File: src/rtl/cpu_pkg.sv
// Shared opcode map, hazard controller state type and source-register decode.
package cpu_pkg;

  localparam logic [3:0] OP_ADD    = 4'h0;
  localparam logic [3:0] OP_SUB    = 4'h1;
  localparam logic [3:0] OP_XOR    = 4'h2;
  localparam logic [3:0] OP_RED    = 4'h3;
  localparam logic [3:0] OP_SLL    = 4'h4;
  localparam logic [3:0] OP_SRA    = 4'h5;
  localparam logic [3:0] OP_ROR    = 4'h6;
  localparam logic [3:0] OP_PADDSB = 4'h7;
  localparam logic [3:0] OP_LW     = 4'h8;
  localparam logic [3:0] OP_SW     = 4'h9;
  localparam logic [3:0] OP_LLB    = 4'hA;
  localparam logic [3:0] OP_LHB    = 4'hB;
  localparam logic [3:0] OP_B      = 4'hC;
  localparam logic [3:0] OP_BR     = 4'hD;
  localparam logic [3:0] OP_PCS    = 4'hE;
  localparam logic [3:0] OP_HLT    = 4'hF;

  typedef enum logic [2:0] {
    ST_RUN        = 3'd0,
    ST_LOAD_STALL = 3'd1,
    ST_MEM_WAIT   = 3'd2,
    ST_DRAIN      = 3'd3,
    ST_HALTED     = 3'd4
  } hz_state_t;

  typedef struct packed {
    logic use_rs;
    logic use_rt;
    logic use_rd;
  } src_use_t;

  // LLB/LHB read rd because they merge a byte into the existing value.
  function automatic src_use_t src_regs(input logic [15:0] instr);
    src_use_t u;
    u = '0;
    case (instr[15:12])
      OP_ADD, OP_SUB, OP_XOR, OP_RED, OP_PADDSB: begin
        u.use_rs = 1'b1;
        u.use_rt = 1'b1;
      end
      OP_SLL, OP_SRA, OP_ROR, OP_LW, OP_BR: u.use_rs = 1'b1;
      OP_SW: begin
        u.use_rs = 1'b1;
        u.use_rd = 1'b1;
      end
      OP_LLB, OP_LHB: u.use_rd = 1'b1;
      OP_B, OP_PCS, OP_HLT: u = '0;
      default: u = '0;
    endcase
    return u;
  endfunction

endpackage

File: src/rtl/load_use_detect.sv
// Combinational load-use hazard: a load in D/E whose destination feeds the F/D instruction.
module load_use_detect
  import cpu_pkg::*;
(
  input  logic [15:0] instr_fd,
  input  logic        mem_read_de,
  input  logic        reg_write_de,
  input  logic [3:0]  rd_de,
  output logic        hz
);

  src_use_t use_f;
  logic     match;

  always_comb begin
    use_f = src_regs(instr_fd);
    match = (use_f.use_rs && (instr_fd[7:4]  == rd_de)) ||
            (use_f.use_rt && (instr_fd[3:0]  == rd_de)) ||
            (use_f.use_rd && (instr_fd[11:8] == rd_de));
    hz    = mem_read_de && reg_write_de && (rd_de != 4'd0) && match;
  end

endmodule

File: src/rtl/hazard_stall_ctrl.sv
// Pipeline-register enable/flush controller: load-use stall, branch squash,
// memory-wait freeze and halt drain, plus a saturating stall-cycle counter.
module hazard_stall_ctrl
  import cpu_pkg::*;
#(
  parameter int DRAIN_CYCLES = 3
) (
  input  logic        clk,
  input  logic        rst,
  input  logic [15:0] instr_fd,
  input  logic        mem_read_de,
  input  logic        reg_write_de,
  input  logic [3:0]  rd_de,
  input  logic        branch_taken_d,
  input  logic        imem_ready,
  input  logic        dmem_ready,
  output logic        pc_write,
  output logic        fd_enable,
  output logic        fd_flush,
  output logic        de_enable,
  output logic        de_flush,
  output logic        em_enable,
  output logic        mw_enable,
  output logic        halted,
  output logic [15:0] stall_count
);

  hz_state_t  state, state_nxt, ret_state, ret_nxt, eff;
  logic [1:0] cnt, cnt_nxt;
  logic       hz, mw;

  load_use_detect u_detect (
    .instr_fd     (instr_fd),
    .mem_read_de  (mem_read_de),
    .reg_write_de (reg_write_de),
    .rd_de        (rd_de),
    .hz           (hz)
  );

  assign mw = !imem_ready || !dmem_ready;

  always_comb begin
    pc_write  = 1'b1;
    fd_enable = 1'b1;
    fd_flush  = 1'b0;
    de_enable = 1'b1;
    de_flush  = 1'b0;
    em_enable = 1'b1;
    mw_enable = 1'b1;
    halted    = 1'b0;
    state_nxt = state;
    ret_nxt   = ret_state;
    cnt_nxt   = cnt;
    // After a memory wait clears, act as the state we were frozen in.
    eff       = (state == ST_MEM_WAIT) ? ret_state : state;
    if (rst) begin
      if (state == ST_HALTED) begin
        pc_write  = 1'b0;
        fd_enable = 1'b0;
        de_enable = 1'b0;
        em_enable = 1'b0;
        mw_enable = 1'b0;
        halted    = 1'b1;
      end else if (mw) begin
        pc_write  = 1'b0;
        fd_enable = 1'b0;
        de_enable = 1'b0;
        em_enable = 1'b0;
        mw_enable = 1'b0;
        state_nxt = ST_MEM_WAIT;
        if (state != ST_MEM_WAIT)
          ret_nxt = (state == ST_DRAIN) ? ST_DRAIN : ST_RUN;
      end else if (eff == ST_DRAIN) begin
        pc_write  = 1'b0;
        fd_enable = 1'b0;
        de_flush  = 1'b1;
        cnt_nxt   = cnt - 2'd1;
        state_nxt = (cnt <= 2'd1) ? ST_HALTED : ST_DRAIN;
      end else if (hz && (eff == ST_RUN)) begin
        pc_write  = 1'b0;
        fd_enable = 1'b0;
        de_flush  = 1'b1;
        state_nxt = ST_LOAD_STALL;
      end else if (instr_fd[15:12] == OP_HLT) begin
        pc_write  = 1'b0;
        fd_flush  = 1'b1;
        cnt_nxt   = 2'(DRAIN_CYCLES);
        state_nxt = ST_DRAIN;
      end else begin
        fd_flush  = branch_taken_d;
        state_nxt = ST_RUN;
      end
    end
  end

  always_ff @(posedge clk or negedge rst) begin
    if (!rst) begin
      state       <= ST_RUN;
      ret_state   <= ST_RUN;
      cnt         <= 2'd0;
      stall_count <= 16'd0;
    end else begin
      state     <= state_nxt;
      ret_state <= ret_nxt;
      cnt       <= cnt_nxt;
      if (!pc_write && (state != ST_HALTED) && (stall_count != 16'hFFFF))
        stall_count <= stall_count + 16'd1;
    end
  end

endmodule

File: config.mk
export PLATFORM = sky130hd
export DESIGN_NAME = hazard_stall_ctrl
export DESIGN_NICKNAME = d
export VERILOG_FILES = /design/src/rtl/cpu_pkg.sv /design/src/rtl/load_use_detect.sv /design/src/rtl/hazard_stall_ctrl.sv
export SDC_FILE = /design/constraint.sdc
export NUM_CORES = 1
export LEC_CHECK = 0
export ABC_AREA = 1
export CAP_MARGIN = 20
export CORE_UTILIZATION = 30
export CTS_CLUSTER_DIAMETER = 40
export DETAILED_ROUTE_END_ITERATION = 16
export PLACE_DENSITY_LB_ADDON = 0.12
export RECOVER_POWER = 25
export SYNTH_ARGS = -nofsm -noshare
export SYNTH_HDL_FRONTEND = slang
export SYNTH_SLANG_ARGS = --single-unit
File: constraint.sdc
create_clock -name clk -period 3.1 [get_ports clk]
set_input_delay 0.31 -clock clk [delete_from_list [all_inputs] [get_ports clk]]
set_output_delay 0.31 -clock clk [all_outputs]
set_load 0.02 [all_outputs]
==> summary.txt <==
Placement
  • Dpl cell area: 2280 um^2
  • Pre-CTS WS: 0.469 ns
  • Port-buffer cells: 50
  • Post-DP HPWL: 3410 um
  • Placer Congestion: 0.793

Detailed routing
  • Post-DR wirelength/cell: 11.7 um
  • Ratio of routed vias to standard cells: 4.53
  • DRT Pass-1 Iters: 4
  • Antenna Nets Post-Route: 0
  • DRC: 0
  • Vias: 1735
  • Wirelength, routed: 4470 um
  • Iter 0 DRT Violations: 76

Setup path
  • Crit path max fanout: 4
  • Worst Setup EP: fd_flush
  • Slowest CP cell: clkdlybuf4s50_1
  • Worst setup EP type: primary output
  • CP Cell Sequence: clkdlybuf4s50_1, inv_1, nand2_1, nand2_1, nor2_1, nand3_1, nand3_1, a21oi_1, nor3b_1, clkdlybuf4s50_1
  • Launching point of the worst reg2reg path: stall_count[0]
  • R2R depth: 9
  • CP Data Required Time: 2.79 ns
  • Worst path arrival time: 2.35 ns
  • CP startpoint: rd_de[1]
  • WS Path Type: in2out
  • R2r setup slk: 1.22 ns
  • Worst r2r dst: stall_count[12]
  • CP Launch Type: input port
  • Slowest stage delay, CP: 0.63 ns

Layout
  • Layout Nets: 341
  • Multi-input gate area: 985 um^2
  • Layout Utilization: 42.7%
  • Storage element area: 551 um^2
  • Layout area overhead: 36.3%
  • Final design area excluding fillers: 2350 um^2
  • Number of diodes: 0
  • Fillers: 588
  • Share of cells above drive strength 1: 7.40%

Global route
  • Met1 Track Usage GR: 21.4%
  • Vias in the first global route: 1662
  • Met3 usage: 1.76%
  • First-pass GRT wire length: 7600 um
  • GRT busiest layer: met2
  • Met2 Usage GRT: 25.0%
  • Largest net degree at the start of global routing: 20
  • Overflow after GRT: 0
  • Antenna violations before repair: 0
  • Total track usage: 15.5%

Timing
  • Max-slew violation count: 0
  • Final Hold Fails: 0
  • Setup TNS: 0 ns
  • Setup WS post-layout: 0.441 ns
  • Skew final: 0.00170 ns
  • Fin crit share: 85.8%
  • Post-layout minimum cycle time: 2.66 ns
  • Worst Tran Pin Value: 0.376 ns
  • RSZ-0062 raised after global routing: false
  • Worst rel slew slack: 74.9%
  • Endpoints failing setup: 0
  • Highest Clock Rate: 0.376 GHz

Power and ir drop
  • Combinational power share: 42.1%
  • Clk pwr share: 22.8%
  • Maximum vdd drop: 0.287 mV
  • Sequential share of power: 35.1%
  • Switching part of the total: 38.0%
  • P_leak: 0.00117 uW
  • Psw: 444 uW
  • Power density cells: 497 nW/um^2
  • Cell-internal power: 725 uW

Synth
  • Yosys warns: 0
  • Post-Syn Instances: 260
  • Syn avg cell area: 6.63 um^2
  • Mapped Nets: 289
  • Seq cells post-synth: 22
  • Sequential fraction of the synthesis area: 31.9%
  • Mapped cell area: 1720 um^2
  • Count of different cell masters after synthesis: 32

Clock network
  • Later-pin clock latency in the skew report: 0.26 ns
  • Worst-path clk slew: 0.08 ns
  • Cts hold-fix bufs: 0
  • Number of buffers created by CTS: 3
  • Clock sinks: 22
  • Clk buf depth: 2
  • H-tree levels: 1
  • CTS tree: yes
  • Resized cells post-CTS: 0
  • Root Buffer: clkbuf_8
  • Setup Buffers After CTS: 0

Die
  • Die area: 6050 um^2
  • Core Box Area: 5510 um^2
  • Starting Density: 31.3%
  • Number of top-level pins: 51
  • # rows: 27
  • Die X: 77.8 um
  • Die Span Y: 77.8 um

Run
  • Max-cap viol count: 0

Status
  • Status: finished, final reports clean

Worst hold path
  • Min-delay worst type: in2async
## how the worst min path moves through the flow
stage                 from        to  depth (start not counted)
floorplan              rst    cnt[0]                          0
global placement    cnt[0]    cnt[0]                          1
detailed placement  cnt[0]    cnt[0]                          1
CTS                    rst  state[0]                          1
global route           rst  state[2]                          1
finish                 rst  state[0]                          1
## state kept, by name, indices dropped and copies added (netlist names)
register and cells:
ret_state 1, stall_count 16, state 3, cnt 2
## power by group through the flow
stage | logic (uW) | registers [uW] | clock network, uW
2_1_floorplan | 287 | 439 | 0
3_3_place_gp | 492 | 414 | 0
3_5_place_dp | 497 | 416 | 0
4_1_cts | 498 | 410 | 278
5_1_grt | 547 | 421 | 287
6_report | 492 | 410 | 267
## logic make-up after synthesis
| group | share of synthesized area [%] |
|---|---|
| AOI/OAI and AO/OA | 5.37 |
| xor gates and xnor gates | 6.60 |
| adders and majority gates | 1.45 |
| buffers and inverters | 11.0 |
| DFF | 31.9 |
| and+or+nand+nor | 43.7 |
## through the flow
stage / power [uW] / instances / hold slack [ns]
after floorplan: 726 / 260 / 0.0144
after global placement: 907 / 379 / 0.480
after detailed placement: 913 / 379 / 0.504
after CTS: 1190 / 383 / 0.326
after global routing: 1250 / 383 / 0.404
final: 1170 / 383 / 0.394
## layout make-up
| class | instances | share of cell area (%) |
|---|---|---|
| Sequential cell | 22 | 23.4 |
| Clock buffer | 3 | 1.76 |
| Multi-Input combinational cell | 197 | 41.9 |
| Timing Repair Buffer | 52 | 21.9 |
| Clock inverter | 1 | 1.28 |
| Inverter | 36 | 5.86 |
| Tap cell | 72 | 3.83 |
## worst max-delay path, delay by kind of cell
kind / cells / cell delay (ns)
buffers and inverters: 3 / 1.26
and+or+nand+nor: 6 / 0.55
AOI/OAI and AO/OA: 1 / 0.22
## per-layer routing
layer  routed length, um  vias to the layer above
met5                   0                        -
met4                  60                        0
met3                 220                        6
met2                1980                       49
met1                2210                      762
li1                    -                      918
## cells in the final DEF (no fill, tap or decap), drive strengths merged
master	instances
a21oi	5
a31oi	1
buf	2
bufinv	1
clkbuf	3
clkdlybuf4s50	49
clkinv	1
dfrtp	22
dlygate4sd3	1
ha	2
inv	35
nand2	94
nand3	28
nand4	6
nor2	29
nor3	6
nor3b	1
nor4	1
o21ai	8
o31ai	1
or2	2
xnor2	5
xor2	8
## synth_stat cells (all sizes together)
cell type	number	area, um^2
or2	2	12.5
a21oi	5	25.0
clkinv	1	3.75
nor3	6	46.3
nand3	28	153
nor4	1	6.26
o21ai	8	40.0
dfrtp	22	551
nand2	94	377
nor2	29	114
o31ai	1	21.3
nor3b	1	7.51
inv	35	134
a31oi	1	6.26
xnor2	5	43.8
buf	5	51.3
ha	2	25.0
xor2	8	70.1
nand4	6	37.5
(Power assumes the default switching activity.)
